### config.mk
export PLATFORM = sky130hd
export DESIGN_NAME = fb_capture_sequencer
export DESIGN_NICKNAME = d
export VERILOG_FILES = /design/src/rtl/fb_capture_sequencer.sv
export SDC_FILE = /design/constraint.sdc
export NUM_CORES = 1
export LEC_CHECK = 0
export ABC_AREA = 1
export BUFFER_PORTS_ARGS = -buffer_cell sky130_fd_sc_hd__buf_2
export CAP_MARGIN = 20
export CELL_PAD_IN_SITES_DETAIL_PLACEMENT = 2
export CELL_PAD_IN_SITES_GLOBAL_PLACEMENT = 2
export CORE_ASPECT_RATIO = 0.5
export CORE_MARGIN = 3
export CORE_UTILIZATION = 31
export CTS_CLUSTER_DIAMETER = 150
export DETAILED_ROUTE_END_ITERATION = 8
export PLACE_DENSITY = 0.78
export SYNTH_ARGS = -nofsm -noshare
export SYNTH_HDL_FRONTEND = slang
export SYNTH_SLANG_ARGS = --single-unit
### constraint.sdc
create_clock -name PixelClk -period 2.8 [get_ports PixelClk]
set_input_delay 0.14 -clock PixelClk [delete_from_list [all_inputs] [get_ports PixelClk]]
set_output_delay 0.14 -clock PixelClk [all_outputs]
set_load 0.01 [all_outputs]
### src/rtl/fb_capture_sequencer.sv
// Frame buffer sequencer: captures one camera frame into the buffer, then maps
// the LCD raster onto buffer read addresses until a refresh re-arms capture.
module fb_capture_sequencer #(
  parameter int unsigned IMG_W          = 640,
  parameter int unsigned IMG_H          = 294,
  parameter int unsigned ADDR_W         = 18,
  parameter int unsigned REFRESH_CYCLES = 3000000,
  parameter int unsigned ROW_OFFSET     = 145,
  parameter int unsigned COL_OFFSET     = 380
) (
  input  logic              PixelClk,
  input  logic              temp_reset,
  input  logic              cam_vsync,
  input  logic              cam_hsync,
  input  logic              capture_req,
  input  logic [9:0]        disp_line,
  input  logic [10:0]       disp_pixel,
  output logic [ADDR_W-1:0] wr_addr,
  output logic              wr_en,
  output logic [ADDR_W-1:0] rd_addr,
  output logic              frame_valid,
  output logic              short_frame,
  output logic [1:0]        state_o
);

  localparam int unsigned FRAME_PIX = IMG_W * IMG_H;
  localparam int unsigned PTR_W     = ADDR_W + 1;

  typedef enum logic [1:0] {
    IDLE    = 2'd0,
    ARM     = 2'd1,
    CAPTURE = 2'd2,
    SHOW    = 2'd3
  } state_t;

  state_t             state_q, state_d;
  logic               vsync_q;
  logic [PTR_W-1:0]   wr_ptr_q, wr_ptr_d;
  logic [31:0]        refresh_q, refresh_d;
  logic [ADDR_W-1:0]  wr_addr_d, rd_addr_d;
  logic               wr_en_d, frame_valid_d, short_frame_d;
  logic               vsync_fall, vsync_rise, last_pix, frame_done;
  logic [31:0]        row_wrap, col_wrap;

  // Exact modulo by a constant: restoring subtract-compare over shifted divisors.
  function automatic logic [31:0] wrap_mod(input logic [31:0] v, input logic [31:0] m);
    logic [63:0] rem;
    logic [63:0] sub;
    rem = {32'd0, v};
    for (int k = 31; k >= 0; k--) begin
      sub = {32'd0, m} << k;
      if (rem >= sub) rem = rem - sub;
    end
    return rem[31:0];
  endfunction

  assign vsync_fall = vsync_q & ~cam_vsync;
  assign vsync_rise = ~vsync_q & cam_vsync;
  assign last_pix   = (wr_ptr_q == PTR_W'(FRAME_PIX - 1));
  assign frame_done = (wr_ptr_q == PTR_W'(FRAME_PIX));
  assign row_wrap   = wrap_mod({22'd0, disp_line} + ROW_OFFSET, IMG_H);
  assign col_wrap   = wrap_mod({21'd0, disp_pixel} + COL_OFFSET, IMG_W);
  assign state_o    = state_q;

  // Write port is a strobe with no backpressure: the buffer takes wr_addr on
  // every cycle wr_en is high; there is no ready and no retry.
  always_comb begin
    state_d       = state_q;
    wr_ptr_d      = wr_ptr_q;
    refresh_d     = refresh_q;
    wr_en_d       = 1'b0;
    wr_addr_d     = wr_addr;
    rd_addr_d     = rd_addr;
    frame_valid_d = frame_valid;
    short_frame_d = 1'b0;
    case (state_q)
      IDLE: state_d = ARM;
      ARM: begin
        if (vsync_fall) begin
          state_d   = CAPTURE;
          wr_ptr_d  = '0;
          wr_addr_d = '0;
        end
      end
      CAPTURE: begin
        // The final pixel (and the cycle after it) outranks an early vsync.
        if (frame_done) begin
          state_d       = SHOW;
          frame_valid_d = 1'b1;
          refresh_d     = '0;
        end else if (cam_hsync && (last_pix || !vsync_rise)) begin
          wr_en_d   = 1'b1;
          wr_addr_d = wr_ptr_q[ADDR_W-1:0];
          wr_ptr_d  = wr_ptr_q + 1'b1;
        end else if (vsync_rise) begin
          state_d       = ARM;
          wr_ptr_d      = '0;
          short_frame_d = 1'b1;
        end
      end
      SHOW: begin
        rd_addr_d = ADDR_W'(row_wrap * IMG_W + col_wrap);
        if (capture_req || (refresh_q == REFRESH_CYCLES - 1)) begin
          state_d       = ARM;
          frame_valid_d = 1'b0;
          refresh_d     = '0;
        end else begin
          refresh_d = refresh_q + 32'd1;
        end
      end
      default: state_d = IDLE;
    endcase
  end

  always_ff @(posedge PixelClk or posedge temp_reset) begin
    if (temp_reset) begin
      state_q     <= IDLE;
      vsync_q     <= 1'b1;
      wr_ptr_q    <= '0;
      refresh_q   <= '0;
      wr_en       <= 1'b0;
      wr_addr     <= '0;
      rd_addr     <= '0;
      frame_valid <= 1'b0;
      short_frame <= 1'b0;
    end else begin
      state_q     <= state_d;
      vsync_q     <= cam_vsync;
      wr_ptr_q    <= wr_ptr_d;
      refresh_q   <= refresh_d;
      wr_en       <= wr_en_d;
      wr_addr     <= wr_addr_d;
      rd_addr     <= rd_addr_d;
      frame_valid <= frame_valid_d;
      short_frame <= short_frame_d;
    end
  end

endmodule

==> results of run 1 <==
## metrics by stage
stage	instance area, sq um	std cells	setup WS, ps
floorplan	7400	999	-2720
global placement	9850	1588	-2950
detailed placement	9850	1588	-3800
## synth_stat cells (all sizes together) (2+ instances only)
| cell | n |
|---|---|
| nand2 | 217 |
| inv | 172 |
| nor2 | 106 |
| dfrtp | 92 |
| nand3 | 89 |
| o21ai | 67 |
| a21oi | 47 |
| ha | 43 |
| nor3 | 36 |
| xor2 | 21 |
| nand4 | 14 |
| clkbuf | 13 |
| nor4 | 13 |
| a31oi | 9 |
| xnor2 | 9 |
| nor3b | 5 |
| o31ai | 5 |
| a211oi | 4 |
| buf | 4 |
| nand3b | 4 |
| clkinv | 3 |
| o21bai | 3 |
| a2111oi | 2 |
| a21o | 2 |
| and3 | 2 |
| fa | 2 |
| o21a | 2 |
| o22ai | 2 |
## logic make-up after synthesis
logic type | after synthesis
AOI/OAI and AO/OA | 149
xor gates and xnor gates | 31
adders and majority gates | 45
buffers and inverters | 192
DFF | 93
muxes | 2
and+or+nand+nor | 487
==> results.toml, run 1 <==
[logic_synthesis]
yosys_warnings = 0
synthAdderAreaFrac_pct = 8.00
avgSynthCellArea_sq_um = 7.23
synth_compound_area_share_pct = 11.6
synth-seq-cells = 93
synth_top_area_share_pct = 31.9
syn_area_sq_um = 7220
yosysTopAreaCell = "dfrtp_1"
synth_top_family_by_area = "simple AND/OR/NAND/NOR gates"
synth_edf_count = 0
asyncSetResetFlopFracSynth_pct = 100
synthSimpleGateAreaFrac_pct = 33.3
synth.distinct_cells = 52
syn_inst = 999
synthXorXnorAreaFrac_pct = 3.95
seq_area_frac_synth_pct = 32.2
synthFlopType = "dfrtp_1"
synth_mux_area_share_pct = 0.346
synthTopCellsByArea = "dfrtp_1 32%, nand2_1 9.1%, inv_1 8.4%, ha_1 7.4%, nand3_1 5.5%"
syn-num-nets = 1070

[clocking]
cts_buffer_depth = 2
cts_made_buffers = 9
cts_root_buffer = "clkbuf_16"
cts_setup_buffers = 104
cts.sinks = 93
cts_hold_buffers = 2
htreeDepth = 3
cts.repair.resized = 276

[place]
gp_congestion = 0.888
hpwl_mm = 25.5
portBuffers = 66

[run_status]
tool.error = "[ERROR DPL-0033] detailed placement checks failed during check placement."
haltStage = "clock tree synthesis"
status = "did not finish"

[floorplan]
fp.dieH_um = 114
design.portCount = 67
die_x_um = 222
initial_core_util_pct = 32.5
row_count = 38
==> run 2, diff against run 1 <==
Settings changed: CELL_PAD_IN_SITES_DETAIL_PLACEMENT 2 to default, CELL_PAD_IN_SITES_GLOBAL_PLACEMENT 2 to default, CORE_ASPECT_RATIO 0.5 to default, CORE_UTILIZATION 31 to 30, CTS_CLUSTER_DIAMETER 150 to default, PLACE_DENSITY 0.78 to default, PLACE_DENSITY_LB_ADDON from default to 0.15.
Clock period 2.8 ns to 3.6 ns, I/O delays scaled along.
==> run 2 against run 1 <==
Effect of this change: the flow now finishes, with violations (negative setup slack); synthesized cell count stayed put; synthesized area stayed put.
==> results.toml, run 2 <==
[route]
ant_nets = 0
first_pass_iters = 6
vias_per_cell = 4.51
drc = 0
via_count = 7264
met3WireLength_um = 406
wirelength_mm = 19.8
post_drt_wl_per_cell_um = 12.3
first_iter_violations = 287
met2_length_mm = 9.64
wl_met1_mm = 9.54
top_layer_used = "met4"

[setup_path]
critPathMaxStageDelay_ps = 420
startpoint_type = "input port"
cp.arrival_ps = 5570
slowest_stage = "fa_1"
path_max_fanout = 6
crit_top_cell = "nand2_4"
critPathRequiredTime_ps = 3850
end_kind = "flop"
setup.worst_path.class = "input port to flop"

[sta]
maxSlewViolCount = 0
fmax_mhz = 188
setup_viol = 9
slew_headroom_pct = 48.1
clock_skew_ps = 10.8
fin_crit_sh_pct = 148
setup_ws_ps = -1720
rsz0062_at_grt = "yes"
worst_pin_slew_ps = 776
setup-tns-final_ps = -10520
hold_viol_final = 0
fin_crit_ps = 5320
whs_ps = 39.7

[logic_synthesis]
synthFlopType = "dfrtp_1"
synth_edf_count = 0
synthAdderAreaFrac_pct = 8.00
syn_area_sq_um = 7220
yosys_warnings = 0
synth_mux_area_share_pct = 0.346
synth_most_common_cell = "nand2_1"
synthTopCellsByArea = "dfrtp_1 32%, nand2_1 9.1%, inv_1 8.4%, ha_1 7.4%, nand3_1 5.5%"
yosysTopAreaCell = "dfrtp_1"
synth.distinct_cells = 52
ys_top_cells_by_count = "176 x nand2_1, 161 x inv_1, 93 x nor2_1"
synth_compound_area_share_pct = 11.6
syn-num-nets = 1070
avgSynthCellArea_sq_um = 7.23
synthSimpleGateAreaFrac_pct = 33.3
synthXorXnorAreaFrac_pct = 3.95
seq_area_frac_synth_pct = 32.2
synth-seq-cells = 93
syn_inst = 999
synth_top_family_by_area = "simple AND/OR/NAND/NOR gates"
synth_top_area_share_pct = 31.9
asyncSetResetFlopFracSynth_pct = 100

[layout]
final_cell_mix = "209 x buf_4, 158 x nand2_1, 144 x inv_1"
diodes = 0
multi_input_area_sq_um = 4870
final_common_cell = "buf_4"
fin_util_pct = 45.5
top_register = "refresh_q"
area_growth_pct = 48.3
design_area_sq_um = 10700
finalNetCount = 1356
final_layout_size_suffix_gt1_share_pct = 38.9
stdcell_count = 1609
largest_reg_flops = 32
regArea_sq_um = 2330
fill_cells = 2407
top_regs = "refresh_q (32), wr_ptr_q (19)"

[job]
drv_cap = 0

[global_route]
grt_first_pass_wirelength_mm = 33.4
gr-total-overflow = 0
grt_max_degree = 55
grt_pass1_vias = 7153
track_usage_pct = 15.3
antenna_found_initial = 0

[place]
gp_congestion = 0.807
dp_worst_setup_slack_ps = -2310
hpwl_mm = 14.6
place_area_sq_um = 9360
placed_cells = 1549
portBuffers = 66

[clocking]
cts_buffer_depth = 2
cts_tree = "yes"
worst_skew_pair.late_latency_ps = 350
htreeDepth = 3
cts_root_buffer = "clkbuf_16"
cts.clk_slew.worst_paths_ps = 70
cts_made_buffers = 9
cts.sinks = 93

[power]
finalPower_mw = 8.33
cellPowerDensity_nw_per_um2 = 777
vdd_drop_max_uv = 588
p_leak_nw = 5.26

[floorplan]
initial_core_util_pct = 30.7
row_count = 56
coreArea_sq_um = 23500
design.portCount = 67
die_x_um = 161
dieArea_sq_um = 26000
fp.dieH_um = 161

[worst_hold_path]
hold_path_class = "input port to flop"

[run_status]
violations = "negative setup slack"
status = "finished, violations left"
[run 2: logic make-up after synthesis]
group           Yosys count
compound gates          149
xor+xnor                 31
fa+ha+maj                45
buf+inv                 192
flops                    93
mux                       2
simple gates            487
[run 2: final timing paths]
check,start,to,slack (ps),depth (start not counted)
min reg2reg,rd_addr[0],rd_addr[0],480,2
max reg2reg,wr_ptr_q[0],wr_ptr_q[17],400,20
min in group asynchronous,temp_reset,wr_addr[0],510,3
max in group asynchronous,temp_reset,wr_addr[8],2350,4
max,disp_line[5],rd_addr[17],-1720,49
min,disp_pixel[2],rd_addr[2],40,2
[run 2: final cells by class]
class	count	area share, %
Multi-Input combinational cell	715	45.4
Sequential cell	93	21.7
Inverter	175	6.33
Clock buffer	11	2.36
Tap cell	319	3.73
Timing Repair Buffer	291	19.9
Clock inverter	5	0.537
[run 2: per-layer routing]
| layer | up-vias | global-route usage, % |
|---|---|---|
| li1 | 3840 | - |
| met5 | - | 0 |
| met2 | 67 | 26.5 |
| met3 | 16 | 1.85 |
| met4 | 0 | 3.79 |
| met1 | 3341 | 20.4 |
[run 2: timing repair]
item                       4_1_cts  5_1_grt
pin swaps                       65       78
resized for setup               56      102
hold buffers                     2        0
gates cloned                     1        0
setup endpoints to repair       10       17
hold endpoints to repair        52        0
setup buffers                   24       19
[run 2: power breakdown]
group / internal (mW) / leakage, nW / switching (mW) / total [mW]
registers: 1.20 / 1.25 / 0.109 / 1.31
clock network: 0.578 / 0.156 / 0.425 / 1.00
logic: 3.17 / 3.85 / 2.84 / 6.01
[run 2: worst max-delay path, delay by kind of cell]
| kind | cells | cell delay (ps) |
|---|---|---|
| AND/OR/NAND/NOR | 26 | 2220 |
| adder cells (fa/ha/maj) | 5 | 1080 |
| buffers and inverters | 12 | 990 |
| AO/OA/AOI/OAI | 4 | 500 |
| multiplexers | 1 | 340 |
| XOR/XNOR | 1 | 240 |
Power figures use the tool's default switching activity.
==> run 3, diff against run 2 <==
Settings changed: BUFFER_PORTS_ARGS -buffer_cell sky130_fd_sc_hd__buf_2 to -buffer_cell sky130_fd_sc_hd__buf_4, CORE_UTILIZATION 30 to 40.
==> run 3 against run 2 <==
Effect of this change: the flow still finishes with violations (negative setup slack); total power is 4.6% lower; design area is 1.2% lower; maximum frequency is 0.90% lower; first-iteration DRC count is 34% higher; critical endpoint unchanged.
==> results.toml, run 3 (synthesized netlist as in run 2, its figures left out) <==
[global_route]
track_usage_pct = 19.8
gr-total-overflow = 0
grt_max_degree = 68
grt_pass1_vias = 7071
grt_first_pass_wirelength_mm = 32.8
antenna_found_initial = 0

[setup_path]
end_kind = "flop"
startpoint_type = "input port"
path_max_fanout = 4
reg2reg_from = "wr_ptr_q[0]"
setup.worst_path.class = "input port to flop"
crit_start = "disp_line[1]"
slowest_stage = "ha_1"
critPathMaxStageDelay_ps = 270
crit_family = "simple AND/OR/NAND/NOR gates"
path_buf_inv = 18
critPathRequiredTime_ps = 3840
cp.arrival_ps = 5610

[route]
vias_per_cell = 4.85
drc = 0
first_iter_violations = 384
wirelength_mm = 19.5
ant_nets = 0
via_count = 7310
post_drt_wl_per_cell_um = 12.9
first_pass_iters = 4

[sta]
worst_pin_slew_ps = 824
setup_ws_ps = -1770
setup_viol = 10
rsz0062_at_grt = "yes"
hold_viol_final = 0
fin_crit_sh_pct = 149
slew_headroom_pct = 45.1
maxSlewViolCount = 0
clock_skew_ps = 9.00
fin_crit_ps = 5370
fmax_mhz = 186

[power]
combPwrFrac_pct = 71.7
clock_power_share_pct = 11.7
seq_power_share_pct = 16.6
power.internal_mw = 4.69
cellPowerDensity_nw_per_um2 = 750
p_sw_share_pct = 40.9
vdd_drop_max_uv = 739
power.net_switching_mw = 3.25
p_leak_nw = 5.20

[clocking]
cts_made_buffers = 9
cts.clk_slew.worst_paths_ps = 70
htreeDepth = 3
cts.sinks = 93
cts_tree = "yes"
cts_root_buffer = "clkbuf_16"
cts_buffer_depth = 2
worst_skew_pair.late_latency_ps = 350

[floorplan]
die_x_um = 140
row_count = 48
coreArea_sq_um = 17500
dieArea_sq_um = 19700
initial_core_util_pct = 41.3
fp.dieH_um = 140
design.portCount = 67

[layout]
final_cell_mix = "268 x buf_4, 158 x nand2_1, 143 x inv_1"
fin_util_pct = 60.6
area_growth_pct = 46.6
finalNetCount = 1349
largest_reg_flops = 32
stdcell_count = 1508
diodes = 0
top_register = "refresh_q"
fill_cells = 1578
final_common_cell = "buf_4"
top_regs = "refresh_q (32), wr_ptr_q (19)"
final_layout_size_suffix_gt1_share_pct = 37.5

[run_status]
status = "finished, violations left"
violations = "negative setup slack"

[place]
hpwl_mm = 14.1
portBuffers = 66
placed_cells = 1439
gp_congestion = 0.846
dp_worst_setup_slack_ps = -2270

[job]
drv_cap = 0

[worst_hold_path]
hold_path_class = "input port to asynchronous set/reset pin"
-- run 3: cell count changes in the layout (fill, tap and decap cells not counted), sizes merged --
cell	previous run	this run
clkinvlp	0	1
bufinv	1	0
clkinv	6	5
clkbuf	13	12
buf	287	284
dlygate4sd3	2	1
nand2	218	217
-- run 3: what timing repair did --
action,in CTS,in global routing
resized for setup,55,81
setup buffers,35,17
pin swaps,59,66
setup endpoints to repair,10,14
endpoints found under the hold margin,1,0
hold buffers,1,0
-- run 3: stage by stage --
stage | total power, mW | setup TNS [ps] | hold slack, ps | cell area, sq um
after detailed placement | 6.12 | -14940 | 318 | 9300
after global routing | 8.65 | -13290 | 39.7 | 10600
final | 7.94 | -10290 | 16.9 | 10600
after floorplan | 4.13 | -10890 | 184 | 7360
after global placement | 6.10 | -13900 | 315 | 9300
after CTS | 7.42 | -9240 | 20.5 | 10100
-- run 3: power groups by stage --
| stage | combinational (mW) | clock, mW | sequential (mW) |
|---|---|---|---|
| CTS | 5.14 | 0.958 | 1.32 |
| detailed placement | 4.79 | 0 | 1.33 |
| finish | 5.69 | 0.930 | 1.32 |
| global route | 6.30 | 1.00 | 1.34 |
| floorplan | 2.76 | 0 | 1.37 |
| global placement | 4.77 | 0 | 1.33 |
-- run 3: metal layers --
layer	share of wire (%)	wire length, um	track usage [%]
met2	48	9350	33.3
met4	1.8	357	5.46
met3	2.5	494	2.80
met5	0	0	0
met1	48	9290	26.5
-- run 3: final cells by class --
| type | count | area, sq um | area share (%) |
|---|---|---|---|
| Clock buffer | 12 | 267 | 2.52 |
| Tap cell | 225 | 282 | 2.66 |
| Multi-Input combinational cell | 714 | 4770 | 45.1 |
| Clock inverter | 4 | 30.0 | 0.284 |
| Timing Repair Buffer | 285 | 2220 | 21.0 |
| Inverter | 175 | 684 | 6.46 |
| Sequential cell | 93 | 2330 | 22.0 |
-- run 3: path summary, 6_finish.rpt --
check / end / slack [ps] / cells after the start
max: rd_addr[17] / -1770 / 51
min in group PixelClk: rd_addr[0] / 40 / 3
min: wr_en / 20 / 2
max reg2reg: refresh_q[30] / 440 / 18
max in group asynchronous: refresh_q[16] / 2700 / 3
min reg2reg: rd_addr[1] / 470 / 2
-- run 3: worst register-to-register path: stages (launching register included) --
cell,delay [ps]
dfrtp_1,400
inv_1,120
ha_1,160
nand3_1,70
nor2_1,110
nand4_1,170
inv_2,120
nand2_1,70
o21ai_1,120
buf_4,230
nand3_1,140
nor3_1,170
inv_1,100
nor4_1,490
nand2_1,100
inv_1,140
nand4_1,120
o21ai_0,170
a21oi_1,60
==> run 4, diff against run 3 <==
Settings changed: CTS_BUF_LIST from default to sky130_fd_sc_hd__clkbuf_2, GPL_TIMING_DRIVEN from default to 0.
==> run 4 against run 3 <==
Effect of this change: the run still ends with negative setup slack left; global-route usage fell by 1.5 points; worst setup slack got worse by 17 ps; sequential power barely moved; largest power group unchanged; largest cell class unchanged; clock power decreased by 47%; first-iteration DRC count fell by 29%; clock skew increased by 38 ps; utilization down 5.9 points.
==> results.toml, run 4 (synthesized netlist as in run 2, its figures left out) <==
[clocking]
cts_buffer_depth = 2
cts.clk_slew.worst_paths_ps = 240
cts_root_buffer = "clkbuf_2"
cts_made_buffers = 9
htreeDepth = 3
cts_tree = "yes"
cts.sinks = 93
worst_skew_pair.late_latency_ps = 550

[route]
wirelength_mm = 17.9
vias_per_cell = 4.99
first_iter_violations = 274
via_count = 6932
drc = 0
post_drt_wl_per_cell_um = 12.9
ant_nets = 0
first_pass_iters = 4

[floorplan]
row_count = 48
coreArea_sq_um = 17500
design.portCount = 67
die_x_um = 140
fp.dieH_um = 140
dieArea_sq_um = 19700
initial_core_util_pct = 41.3

[layout]
final_cell_mix = "157 x nand2_1, 143 x inv_1, 123 x buf_4"
final_common_cell = "nand2_1"
final_layout_size_suffix_gt1_share_pct = 29.9
largest_reg_flops = 32
multi_input_area_sq_um = 4820
regArea_sq_um = 2330
area_growth_pct = 32.4
design_area_sq_um = 9560
top_register = "refresh_q"
top_regs = "refresh_q (32), wr_ptr_q (19)"
finalNetCount = 1228
fill_cells = 1663

[setup_path]
slowest_stage = "fa_1"
cp_num_cells = 50
path_buf_inv = 10
path_max_fanout = 7
startpoint_type = "input port"
end_kind = "flop"
cp.arrival_ps = 5810
rr_worst_depth = 22
setup.worst_path.class = "input port to flop"
crit_top_cell = "nand2_4"
critPathRequiredTime_ps = 4030
critPathMaxStageDelay_ps = 540
r2r_slack_ps = 370
crit_family = "simple AND/OR/NAND/NOR gates"

[sta]
fmax_mhz = 186
whs_ps = 252
hold_viol_final = 0
setup_ws_ps = -1790
slew_headroom_pct = 58.6
maxSlewViolCount = 0
fin_crit_sh_pct = 150
worst_pin_slew_ps = 621
rsz0062_at_grt = "yes"
clock_skew_ps = 47.2
setup_viol = 9
fin_crit_ps = 5390

[place]
hpwl_mm = 13.0
gp_congestion = 0.845
place_area_sq_um = 8170
portBuffers = 66

[run_status]
violations = "negative setup slack"
status = "finished, violations left"

[worst_hold_path]
hold_path_class = "input port to asynchronous set/reset pin"

[global_route]
track_usage_pct = 18.2
grt_first_pass_wirelength_mm = 30.7
grt_max_degree = 49
gr-total-overflow = 0
antenna_found_initial = 1
grt_pass1_vias = 6692

[job]
drv_cap = 0

[power]
p_leak_nw = 4.52
vdd_drop_max_uv = 943
cellPowerDensity_nw_per_um2 = 744
-- run 4: changes by cell type in the layout (fill, tap and decap cells not counted), moves of 6 or more --
| cell | before | now |
|---|---|---|
| buf_4 | 268 | 123 |
| dlygate4sd3_1 | 1 | 13 |
| clkbuf_2 | 0 | 11 |
| clkbuf_16 | 9 | 0 |
| clkbuf_1 | 0 | 13 |
| nand3_2 | 10 | 16 |
-- run 4: routing by layer --
metal  up-vias  track usage (%)  share of wire, %
met3        24             1.81               2.7
li1       3581                -                 -
met1      3243             25.0                48
met2        84             31.0                48
met4         0             4.49               1.6
met5         -                0                 0
-- run 4: path summary, 6_finish.rpt --
| path | end | startpoint |
|---|---|---|
| worst max-delay path | rd_addr[17] | disp_line[1] |
| worst min-delay path | refresh_q[18] | temp_reset |
| worst max register to register | refresh_q[31] | wr_ptr_q[0] |
| min in group PixelClk | rd_addr[7] | disp_line[0] |
| max in group asynchronous | vsync_q | temp_reset |
| worst min register to register | rd_addr[9] | rd_addr[9] |
-- run 4: through the flow --
stage	std cells	setup slack, ps	TNS [ps]	power (mW)	util, %
4_1_cts	1369	-1600	-8110	6.82	52.5
3_5_place_dp	1291	-2880	-18930	5.13	46.7
6_report	1388	-1790	-9850	7.11	54.7
5_1_grt	1388	-2120	-12080	7.80	54.7
2_1_floorplan	999	-1970	-10890	4.13	-
3_3_place_gp	1290	-2840	-37100	5.08	46.6
-- run 4: layout make-up --
cell class	instances	share of cell area [%]
multi-input cells	714	50.4
flip-flops and latches	93	24.3
repair buffers	147	12.9
inverters	175	7.16
well taps	225	2.94
plain buffers	17	1.11
clock buffers	11	0.576
clock inverters	5	0.536
diodes	1	0.0262
-- run 4: where the power goes --
group / switching (mW) / leakage, nW / internal (mW) / total (mW)
logic: 2.85 / 3.20 / 2.45 / 5.30
clock network: 0.335 / 0.0694 / 0.162 / 0.497
registers: 0.117 / 1.25 / 1.20 / 1.32
-- run 4: timing repair --
action,CTS,global route
resized for setup,85,61
buffers inserted,73,23
pin swaps,31,57
gates cloned,1,0
hold buffers,13,0
endpoints found under the setup margin,11,24
hold endpoints to repair,57,0
-- run 4: tightest hold or removal path, delay by kind of cell --
kind | cells | cell delay [ps]
buf+inv | 3 | 1100
